**src/rtl/reel_pkg.sv**
```systemverilog
// Shared constants and quadrature-phase helpers for the reel rate encoder.
package reel_pkg;

  localparam int unsigned REEL_W    = 9;
  localparam int unsigned REEL_MAX  = 511;
  localparam int unsigned REEL_SLOW = 288;
  localparam int unsigned REEL_FAST = 320;

  // Encoded as {a, b}; forward rotation walks 00 -> 01 -> 11 -> 10 -> 00.
  typedef enum logic [1:0] {
    Ph00 = 2'b00,
    Ph01 = 2'b01,
    Ph11 = 2'b11,
    Ph10 = 2'b10
  } quad_phase_e;

  function automatic quad_phase_e quad_fwd_next(input quad_phase_e ph);
    quad_phase_e nxt;
    unique case (ph)
      Ph00:    nxt = Ph01;
      Ph01:    nxt = Ph11;
      Ph11:    nxt = Ph10;
      Ph10:    nxt = Ph00;
      default: nxt = Ph00;
    endcase
    return nxt;
  endfunction

endpackage

```
**src/rtl/encoder_debounce.sv**
```systemverilog
// Two-flop synchronizer plus stability-counter debounce for one encoder pin.
// After reset the level tracks the synced pin directly for DEB_CYCLES cycles.
module encoder_debounce #(
  parameter int unsigned DEB_CYCLES = 50000
) (
  input  logic clk,
  input  logic rst,
  input  logic pin,
  output logic level
);

  localparam int unsigned CntW = (DEB_CYCLES > 1) ? $clog2(DEB_CYCLES) : 1;
  localparam logic [CntW-1:0] CntLast = CntW'(DEB_CYCLES - 1);

  logic            sync1_q, sync2_q;
  logic            level_q, level_d;
  logic [CntW-1:0] cnt_q, cnt_d;
  logic [CntW-1:0] prime_cnt_q, prime_cnt_d;
  logic            primed_q, primed_d;

  always_comb begin
    level_d     = level_q;
    cnt_d       = cnt_q;
    prime_cnt_d = prime_cnt_q;
    primed_d    = primed_q;
    if (!primed_q) begin
      level_d = sync2_q;
      cnt_d   = '0;
      if (prime_cnt_q == CntLast) begin
        primed_d = 1'b1;
      end else begin
        prime_cnt_d = prime_cnt_q + CntW'(1);
      end
    end else if (sync2_q != level_q) begin
      if (cnt_q == CntLast) begin
        level_d = sync2_q;
        cnt_d   = '0;
      end else begin
        cnt_d = cnt_q + CntW'(1);
      end
    end else begin
      cnt_d = '0;
    end
  end

  always_ff @(posedge clk) begin
    if (!rst) begin
      sync1_q     <= 1'b0;
      sync2_q     <= 1'b0;
      level_q     <= 1'b0;
      cnt_q       <= '0;
      prime_cnt_q <= '0;
      primed_q    <= 1'b0;
    end else begin
      sync1_q     <= pin;
      sync2_q     <= sync1_q;
      level_q     <= level_d;
      cnt_q       <= cnt_d;
      prime_cnt_q <= prime_cnt_d;
      primed_q    <= primed_d;
    end
  end

  assign level = level_q;

endmodule

```
**src/rtl/reel_rate_encoder.sv**
```systemverilog
// Quadrature encoder -> windowed step rate -> peak-hold/decay reel effort value.
// Define REEL_BIDIR_EN to count reverse steps too and expose the dir output.
module reel_rate_encoder
  import reel_pkg::*;
#(
  parameter int unsigned DEB_CYCLES    = 50000,
  parameter int unsigned WINDOW_CYCLES = 2500000,
  parameter int unsigned SCALE         = 16,
  parameter int unsigned DECAY         = 32
) (
  input  logic              clk,
  input  logic              rst,
  input  logic              enc_a,
  input  logic              enc_b,
  output logic [REEL_W-1:0] reel,
  output logic              reel_valid,
  output logic              step_err
`ifdef REEL_BIDIR_EN
  ,
  output logic              dir
`endif
);

  localparam int unsigned WinW = (WINDOW_CYCLES > 1) ? $clog2(WINDOW_CYCLES) : 1;
  localparam logic [WinW-1:0]   WinLast   = WinW'(WINDOW_CYCLES - 1);
  // Priming rides on the window counter, so DEB_CYCLES must not exceed WINDOW_CYCLES.
  localparam logic [WinW-1:0]   PrimeLast = WinW'(DEB_CYCLES - 1);
  localparam logic [REEL_W-1:0] DecayAmt  = REEL_W'(DECAY);
  localparam logic [REEL_W-1:0] ReelMax   = REEL_W'(REEL_MAX);

  logic              a_lvl, b_lvl;
  quad_phase_e       cur_ph, prev_q, prev_d;
  logic              fwd_step, both_chg, step;
  logic [7:0]        cnt_q, cnt_d;
  logic [WinW-1:0]   win_cnt_q, win_cnt_d;
  logic [REEL_W-1:0] reel_q, reel_d;
  logic              valid_q, valid_d;
  logic              err_q, err_d;
  logic              primed_q, primed_d;
  logic [31:0]       raw_full;
  logic [REEL_W-1:0] raw;

  encoder_debounce #(
    .DEB_CYCLES(DEB_CYCLES)
  ) u_deb_a (
    .clk  (clk),
    .rst  (rst),
    .pin  (enc_a),
    .level(a_lvl)
  );

  encoder_debounce #(
    .DEB_CYCLES(DEB_CYCLES)
  ) u_deb_b (
    .clk  (clk),
    .rst  (rst),
    .pin  (enc_b),
    .level(b_lvl)
  );

  assign cur_ph   = quad_phase_e'({a_lvl, b_lvl});
  assign fwd_step = primed_q && (cur_ph == quad_fwd_next(prev_q));
  assign both_chg = primed_q && ((cur_ph ^ prev_q) == 2'b11);

`ifdef REEL_BIDIR_EN
  logic rev_step;
  logic last_rev_q, last_rev_d;
  logic dir_q, dir_d;

  assign rev_step = primed_q && (prev_q == quad_fwd_next(cur_ph));
  assign step     = fwd_step | rev_step;
`else
  assign step     = fwd_step;
`endif

  assign raw_full = 32'(cnt_q) * SCALE;
  assign raw      = (raw_full > 32'(REEL_MAX)) ? ReelMax : raw_full[REEL_W-1:0];

  always_comb begin
    prev_d    = cur_ph;
    cnt_d     = cnt_q;
    win_cnt_d = win_cnt_q + WinW'(1);
    reel_d    = reel_q;
    valid_d   = 1'b0;
    err_d     = both_chg;
    primed_d  = primed_q;
`ifdef REEL_BIDIR_EN
    last_rev_d = last_rev_q;
    dir_d      = dir_q;
    if (step) begin
      last_rev_d = rev_step;
    end
`endif
    if (win_cnt_q == PrimeLast) begin
      primed_d = 1'b1;
    end
    if (win_cnt_q == WinLast) begin
      win_cnt_d = '0;
      valid_d   = 1'b1;
      // A step on the terminal cycle belongs to the next window.
      cnt_d     = step ? 8'd1 : 8'd0;
      if (raw >= reel_q) begin
        reel_d = raw;
      end else begin
        reel_d = (reel_q > DecayAmt) ? (reel_q - DecayAmt) : '0;
      end
`ifdef REEL_BIDIR_EN
      dir_d = last_rev_q;
`endif
    end else if (step && (cnt_q != 8'hFF)) begin
      cnt_d = cnt_q + 8'd1;
    end
  end

  always_ff @(posedge clk) begin
    if (!rst) begin
      prev_q    <= Ph00;
      cnt_q     <= '0;
      win_cnt_q <= '0;
      reel_q    <= '0;
      valid_q   <= 1'b0;
      err_q     <= 1'b0;
      primed_q  <= 1'b0;
    end else begin
      prev_q    <= prev_d;
      cnt_q     <= cnt_d;
      win_cnt_q <= win_cnt_d;
      reel_q    <= reel_d;
      valid_q   <= valid_d;
      err_q     <= err_d;
      primed_q  <= primed_d;
    end
  end

`ifdef REEL_BIDIR_EN
  always_ff @(posedge clk) begin
    if (!rst) begin
      last_rev_q <= 1'b0;
      dir_q      <= 1'b0;
    end else begin
      last_rev_q <= last_rev_d;
      dir_q      <= dir_d;
    end
  end

  assign dir = dir_q;
`endif

  assign reel       = reel_q;
  assign reel_valid = valid_q;
  assign step_err   = err_q;

endmodule

```
**config.mk**
```make
export PLATFORM = sky130hd
export DESIGN_NAME = reel_rate_encoder
export DESIGN_NICKNAME = d
export VERILOG_FILES = /design/src/rtl/reel_pkg.sv /design/src/rtl/encoder_debounce.sv /design/src/rtl/reel_rate_encoder.sv
export SDC_FILE = /design/constraint.sdc
export NUM_CORES = 1
export LEC_CHECK = 0
export BUFFER_PORTS_ARGS = -buffer_cell sky130_fd_sc_hd__buf_4
export CAP_MARGIN = 10
export CORE_AREA = 2 2 102 85
export DETAILED_ROUTE_END_ITERATION = 12
export DIE_AREA = 0 0 104 87
export PLACE_DENSITY_LB_ADDON = 0.15
export SETUP_SLACK_MARGIN = 0.2
export SKIP_CTS_REPAIR_TIMING = 1
export SLEW_MARGIN = 0
export SYNTH_ARGS = -nofsm -noshare
export SYNTH_HDL_FRONTEND = slang
export SYNTH_SLANG_ARGS = --single-unit
```
**constraint.sdc**
```tcl
create_clock -name clk -period 5 [get_ports clk]
set_input_delay 0.25 -clock clk [delete_from_list [all_inputs] [get_ports clk]]
set_output_delay 0.25 -clock clk [all_outputs]
set_load 0.02 [all_outputs]
```
==> results of run 1 <==
-- power groups by stage --
| stage | sequential (mW) | clock, mW | combinational (mW) |
|---|---|---|---|
| global placement | 0.936 | 0 | 0.0307 |
| finish | 0.917 | 1.30 | 0.0342 |
| global route | 0.918 | 1.35 | 0.0386 |
| floorplan | 0.935 | 0 | 0.0242 |
| CTS | 0.917 | 1.32 | 0.0330 |
| detailed placement | 0.936 | 0 | 0.0320 |
-- per-layer routing --
layer | up-vias | part of all wire | global-route usage | routed length (microns)
met4 | 0 | 0.019 | 0.113 | 204
met3 | 21 | 0.043 | 0.0688 | 461
li1 | 2108 | - | - | -
met1 | 2009 | 0.48 | 0.329 | 5090
met5 | - | 0 | 0 | 0
met2 | 99 | 0.46 | 0.411 | 4930
-- stage by stage --
step | cell area (sq um) | hold WS, ps | instances | power, mW | util
2_1_floorplan | 5240 | 377 | 604 | 0.959 | -
3_3_place_gp | 5400 | 420 | 708 | 0.966 | 0.666
3_5_place_dp | 5400 | 423 | 708 | 0.968 | 0.666
4_1_cts | 6040 | -75.8 | 740 | 2.27 | 0.745
5_1_grt | 6060 | 76.0 | 742 | 2.31 | 0.747
6_report | 6060 | 92.0 | 742 | 2.25 | 0.747
-- critical path, cell delays in order (launching register included) --
cell and delay [ps]:
sky130_fd_sc_hd__dfxtp_1 330, sky130_fd_sc_hd__nor3_1 580, sky130_fd_sc_hd__nand2b_1 170, sky130_fd_sc_hd__ha_1 330, sky130_fd_sc_hd__a21o_1 180, sky130_fd_sc_hd__a21o_1 200
sky130_fd_sc_hd__or2_2 370, sky130_fd_sc_hd__o31ai_1 260, sky130_fd_sc_hd__a311o_1 200
-- cell usage in the layout (no fill, tap or decap), drive strengths merged, types with 5 or more instances in the layout --
cell type and instances:
a21o 5, a21oi 7, and2 13, and3 10, and4 10, buf 15
bufinv 5, clkbuf 19, dfxtp 113, ha 14, inv 23, mux2i 5
nand2 35, nand2b 7, nand3 37, nand4 17, nor2 105, nor3 27
nor4 22, nor4b 9, o21ai 9, or3 6, xnor2 62, xor2 24
-- worst min-delay path by stage --
stage,cells past startpoint,from,endpoint
after floorplan,1,enc_a,u_deb_a.sync1_q
after global placement,1,u_deb_a.sync1_q,u_deb_a.sync2_q
after detailed placement,1,u_deb_b.sync1_q,u_deb_b.sync2_q
after CTS,2,enc_b,u_deb_b.sync1_q
after global routing,2,rst,primed_q
final,2,rst,primed_q
-- flip-flops by register name, indices dropped and copies added (netlist names), 2 cells and up --
name                 flops
prev_q                   2
win_cnt_q               22
u_deb_a.cnt_q           16
u_deb_b.cnt_q           16
u_deb_b.prime_cnt_q     16
reel                     6
cnt_q                    8
u_deb_a.prime_cnt_q     16
-- cells by family (layout without fill, tap and decap cells) --
kind of cell               count (synthesis)  in the layout
AOI/OAI and AO/OA                         33             33
and+or+nand+nor                          308            308
DFF                                      113            113
buffers and inverters                     45             71
muxes                                      5              5
adders and majority gates                 14             14
xor gates and xnor gates                  86             86
-- layout make-up --
type / instances / area, sq um
Tap cell: 112 / 140
Multi-Input combinational cell: 446 / 2800
Timing Repair Buffer: 17 / 133
Inverter: 22 / 82.6
Clock inverter: 13 / 208
Sequential cell: 113 / 2260
Clock buffer: 19 / 432
Fill cell: 608 / 2050
==> reports/qor.log, run 1 <==
INFO  status         run_status=complete, no violations
INFO  yosys          async_reset_ff_frac=0
INFO  yosys          synthMuxAreaShare=0.00954
INFO  yosys          synth_simple_gate_area_frac=0.304
INFO  placed_design  detailedPlace.worstSlack=2360ps
INFO  yosys          synthXorXnorAreaFrac=0.144
INFO  yosys          synth.lib_cells_used.distinct=46
INFO  yosys          synth_top_area_share=0.431
INFO  cts            cts-root-to-sink-buffers=2
INFO  sta            final-hold-violation-count=0
INFO  sta            final_max_slew_viol_count=0
INFO  setup_path     endpoint=reel[8]
INFO  sta            tightest_slew=951ps
INFO  cts            clock-root-buffer=sky130_fd_sc_hd__clkbuf_8
INFO  yosys          postSynthRegisterBits=113
INFO  power          power.sequential.fraction=0.407
INFO  sta            finalWorstSetupSlack=2330ps
INFO  grt            gr-total-overflow=0
INFO  cts            tritoncts=built
INFO  layout         area_growth=15.5%
INFO  yosys          synth_edf_count=0
INFO  power          power_density=372nW/um^2
INFO  routing        wl_per_cell=14.4microns
INFO  power          clockPowerShare=0.577
INFO  setup_path     setup.worst_path.class=flip-flop to flip-flop
INFO  routing        post-route-drc-count=0
INFO  cts            h-tree-depth=4
INFO  setup_path     timing.critical_path.arrival=3130ps
INFO  yosys          yosys_most_used_dff=sky130_fd_sc_hd__dfxtp_1
INFO  sta            post-route-period-util=0.533
INFO  routing        routed_wl=10,700microns
INFO  power          p_sw=0.456mW
INFO  grt            grt_antenna_before_repair=0
INFO  layout         antenna_cells_inserted=0
INFO  power          p_leak=2.12nW
INFO  cts            cts-buffers-inserted=17
INFO  sta            period_minus_slack=2670ps
INFO  die            start_util=0.647
INFO  sta            finalClockSkew=7.76ps
INFO  layout         drive_above_1_share=0.0905
INFO  yosys          syn_area_per_cell=8.68squm
INFO  power          share_comb_of_total_power=0.015
INFO  routing        dr_total_vias=4,237
INFO  grt            grt_pass1_vias=4,077
INFO  placed_design  port_buffers=14
INFO  yosys          synth_cells=604
INFO  die            die_height=87microns
INFO  yosys          synth-compound-area-share=0.0432
INFO  power          cell_internal_pwr=1.79mW
INFO  cts            clock_pin_slew_on_the_worst_setup_and_hold_paths=60ps
INFO  die            pin_count=15
INFO  yosys          most_frequent_cell_after_synthesis=sky130_fd_sc_hd__dfxtp_1
INFO  layout         num-nets-final=635
INFO  yosys          seq_area_frac_synth=0.431
INFO  sta            setup_repair_after_global_routing_missed_its_margin=false
INFO  power          p_sw_frac=0.203
INFO  routing        initialDrtViolationCount=247
INFO  grt            grtUsageTotal=0.256
INFO  cts            clkLatencyLatePin=520ps
INFO  setup_path     worst-r2r-cell-count=8
INFO  yosys          synth_fp_nets=622
INFO  grt            grt_pass1_wl=18,700microns
INFO  flow_run       cap_violations=0
INFO  setup_path     worstPathMaxFanout=8
INFO  sta            final_setup_violation_count=0
INFO  yosys          syn-cell-area=5240squm
INFO  yosys          synth_area_leader_cell=sky130_fd_sc_hd__dfxtp_1
INFO  yosys          ranking_of_synthesized_cells_by_instance_count=sky130_fd_sc_hd__dfxtp_1 (113), sky130_fd_sc_hd__nor2_1 (105), sky130_fd_sc_hd__xnor2_1 (62), sky130_fd_sc_hd__nand3_1 (37), sky130_fd_sc_hd__nand2_1 (35)
INFO  yosys          post_synth_main_area_contributors=sky130_fd_sc_hd__dfxtp_1 (43%), sky130_fd_sc_hd__xnor2_1 (10%), sky130_fd_sc_hd__nor2_1 (7.5%)
INFO  cts            cts_sinks=113
INFO  placed_design  place.detailed.hpwl=6740microns
INFO  yosys          synthAdderAreaFrac=0.0334
INFO  setup_path     worstReg2RegEnd=reel[8]
INFO  yosys          ys_warn_count=0
INFO  die            die_w=104microns
INFO  setup_path     rrSetupSlack=2330ps
INFO  power          worst_ir_drop_vdd=0.361mV
INFO  hold_path      min_path_type=input pin to flip-flop
INFO  sta            slew_headroom=0.360
INFO  setup_path     timing.critical_path.required=5460ps
INFO  yosys          largest_family_of_logic_cells_by_synthesized_area=simple AND/OR/NAND/NOR gates
INFO  routing        drtPass1Iterations=4
INFO  sta            max_clock_freq=375MHz
INFO  sta            final.setup.tns=0ps
INFO  setup_path     critPathCaptureType=flip-flop
INFO  die            fp.dieArea=9050squm
INFO  placed_design  finalWeightedCongestion=0.858
INFO  setup_path     startpoint_type=flip-flop
INFO  setup_path     critPathLaunch=cnt_q[5]
INFO  setup_path     r2r-start=cnt_q[5]
INFO  die            rows=30
INFO  die            core_region_area=8110squm
INFO  routing        antenna_violating_nets_left=0
INFO  routing        viasPerCell=5.71
INFO  grt            grt_start_max_net_pins=44
Power figures use the tool's default switching activity.
==> run 2, diff against run 1 <==
CORE_AREA = 2 2 112 92   (was 2 2 102 85)
DIE_AREA = 0 0 114 94   (was 0 0 104 87)
clock period = 2.2 ns   (was 5 ns; I/O delays follow)
==> run 2 against run 1 <==
Compared with the run above: combinational power is 140% higher; sequential cell count unchanged; register-to-register slack got worse by 2300 ps; final cell count up 2.8%; design area up 2.6%; hold slack worse by 19 ps; routed wire length fell by 3.0%.
==> reports/qor.log, run 2 (synthesis gave the netlist of run 1 again) <==
INFO  setup_path     worstPathCellList=nor3_4 > nand2b_1 > ha_4 > a21o_1 > a21o_1 > or2_4 > o31ai_1 > a311o_1
INFO  die            start_util=0.550 [-0.0965]
INFO  routing        dr_total_vias=4,167 [-1.7%]
INFO  die            rows=32 [+6.7%]
INFO  routing        wl_per_cell=13.6microns [-5.6%]
INFO  grt            grt_pass1_wl=17,500microns [-6.3%]
INFO  setup_path     setup.worst_path.class=flip-flop to flip-flop
INFO  sta            finalWorstSetupSlack=45.2ps [-2290 ps]
INFO  sta            setup_repair_after_global_routing_missed_its_margin=true
INFO  sta            final_max_slew_viol_count=0 [unchanged]
INFO  grt            grtUsageTotal=0.205 [-0.0517]
INFO  sta            finalClockSkew=8.31ps [+0.547 ps]
INFO  die            fp.dieArea=10,700squm [+18%]
INFO  cts            cts-buffers-inserted=17 [unchanged]
INFO  die            core_region_area=9530squm [+18%]
INFO  die            die_w=114microns [+9.6%]
INFO  layout         num-nets-final=649 [+2.2%]
INFO  status         run_status=complete, no violations
INFO  grt            grt_antenna_before_repair=0 [unchanged]
INFO  placed_design  placedCellCount=726 [+2.5%]
INFO  power          worst_ir_drop_vdd=0.580mV [+61%]
INFO  setup_path     cp_num_buf_inv=0 [unchanged]
INFO  sta            period_minus_slack=2150ps [-513 ps]
INFO  layout         final_cell_mix=sky130_fd_sc_hd__dfxtp_1 (111), sky130_fd_sc_hd__nor2_1 (105), sky130_fd_sc_hd__xnor2_1 (62)
INFO  routing        post-route-drc-count=0 [unchanged]
INFO  hold_path      min_path_type=input pin to flip-flop
INFO  layout         antenna_cells_inserted=0 [unchanged]
INFO  cts            clock-root-buffer=sky130_fd_sc_hd__clkbuf_16
INFO  layout         utilization=0.652 [-0.0948]
INFO  cts            cts-root-to-sink-buffers=2 [unchanged]
INFO  setup_path     cpMaxStageDelayCell=sky130_fd_sc_hd__dfxtp_2
INFO  layout         regMostFlops=win_cnt_q
INFO  power          p_leak=2.20nW [+3.7%]
INFO  die            die_height=94microns [+8.0%]
INFO  routing        routed_wl=10,400microns [-3.0%]
INFO  setup_path     worst_path_dominant_cell_family=simple AND/OR/NAND/NOR gates
INFO  placed_design  place.detailed.hpwl=6780microns [+0.54%]
INFO  cts            tritoncts=built
INFO  setup_path     worstPathMaxFanout=6 [-2]
INFO  setup_path     critPathCaptureType=flip-flop
INFO  power          totalPowerFinal=4.94mW [+120%]
INFO  setup_path     crit_top_cell=sky130_fd_sc_hd__a21o_1
INFO  placed_design  finalWeightedCongestion=0.855 [-0.35%]
INFO  routing        drtPass1Iterations=4 [unchanged]
INFO  flow_run       cap_violations=0 [unchanged]
INFO  layout         commonest_non_fill_non_tap_cell_in_the_layout=sky130_fd_sc_hd__dfxtp_1
INFO  cts            clock_pin_slew_on_the_worst_setup_and_hold_paths=50ps [about the same]
INFO  routing        viasPerCell=5.46 [-4.4%]
INFO  grt            gr-total-overflow=0 [unchanged]
INFO  setup_path     timing.critical_path.arrival=2500ps [-630 ps]
INFO  sta            final_setup_violation_count=0 [unchanged]
INFO  setup_path     timing.critical_path.required=2540ps [-2920 ps]
INFO  cts            h-tree-depth=4 [unchanged]
INFO  grt            grt_pass1_vias=3,751 [-8.0%]
INFO  sta            tightest_slew=535ps [-416 ps]
INFO  layout         drive_above_1_share=0.130 [+0.0400]
INFO  routing        initialDrtViolationCount=284 [+15%]
INFO  placed_design  detailedPlace.worstSlack=63.1ps [-2290 ps]
INFO  layout         total_of_fill_cells_in_the_finished_design=794 [+31%]
INFO  layout         design_area=6220squm [+2.6%]
INFO  grt            grt_start_max_net_pins=19 [-57%]
INFO  layout         number_of_flip_flops_under_the_largest_register_name=22 [unchanged]
INFO  die            pin_count=15 [unchanged]
INFO  sta            post-route-period-util=0.979 [+0.446]
INFO  routing        antenna_violating_nets_left=0 [unchanged]
INFO  layout         area_growth=18.6%
INFO  sta            final-hold-violation-count=0 [unchanged]
INFO  sta            max_clock_freq=464MHz [+24%]
INFO  placed_design  placed_cell_area=5510squm [+2.0%]
INFO  cts            cts_sinks=113 [unchanged]
INFO  sta            slew_headroom=0.643 [+0.283]
INFO  power          power_density=794nW/um^2 [+110%]
INFO  setup_path     startpoint_type=flip-flop
INFO  cts            clkLatencyLatePin=410ps [-110 ps]
INFO  placed_design  port_buffers=14 [unchanged]
INFO  layout         finish.cell_count_without_fillers=763 [+2.8%]
INFO  setup_path     cp_max_stage_delay=340ps [-240 ps]
==> run 2: final cells by class <==
cell class                 count  area [sq um]  share of cell area
clock buffer                  21           470              0.0757
clock inverter                11           135              0.0217
inverter                      22          82.6              0.0133
multi-input combinational    446          2880               0.463
sequential                   113          2260               0.364
tap                          119           149              0.0239
timing repair buffer          31           238              0.0382
==> run 2: worst paths after layout <==
path	startpoint	depth (start not counted)	slack (ps)	end
min	rst	2	70	primed_q
min reg2reg	u_deb_a.sync1_q	1	430	u_deb_a.sync2_q
max	cnt_q[6]	8	50	reel[8]
max reg2reg	cnt_q[6]	8	50	reel[8]
==> run 2: power breakdown <==
group | leakage (nW) | internal [mW] | switching, mW
Combinational | 0.985 | 0.0345 | 0.0480
Sequential | 0.914 | 2.07 | 0.0167
Clock | 0.298 | 1.86 | 0.913
==> run 2: routing by layer <==
layer | track usage | wire length, microns
met5 | 0 | 0
met4 | 0.0783 | 91
met2 | 0.290 | 4350
met3 | 0.0568 | 468
met1 | 0.294 | 5460
==> run 2: stage by stage <==
step | TNS [ps] | hold slack [ps]
after floorplan | 0 | 237
after global placement | 0 | 328
after detailed placement | 0 | 326
after CTS | 0 | -97.7
after global routing | -126 | 72.3
final | 0 | 73.1
==> run 2: worst reg2reg max path: cells and delay by family (launching register included) <==
family                     cells  cell delay (ps)
adders and majority gates      1              240
AOI/OAI and AO/OA              4              760
and+or+nand+nor                3              760
DFF                            1              340
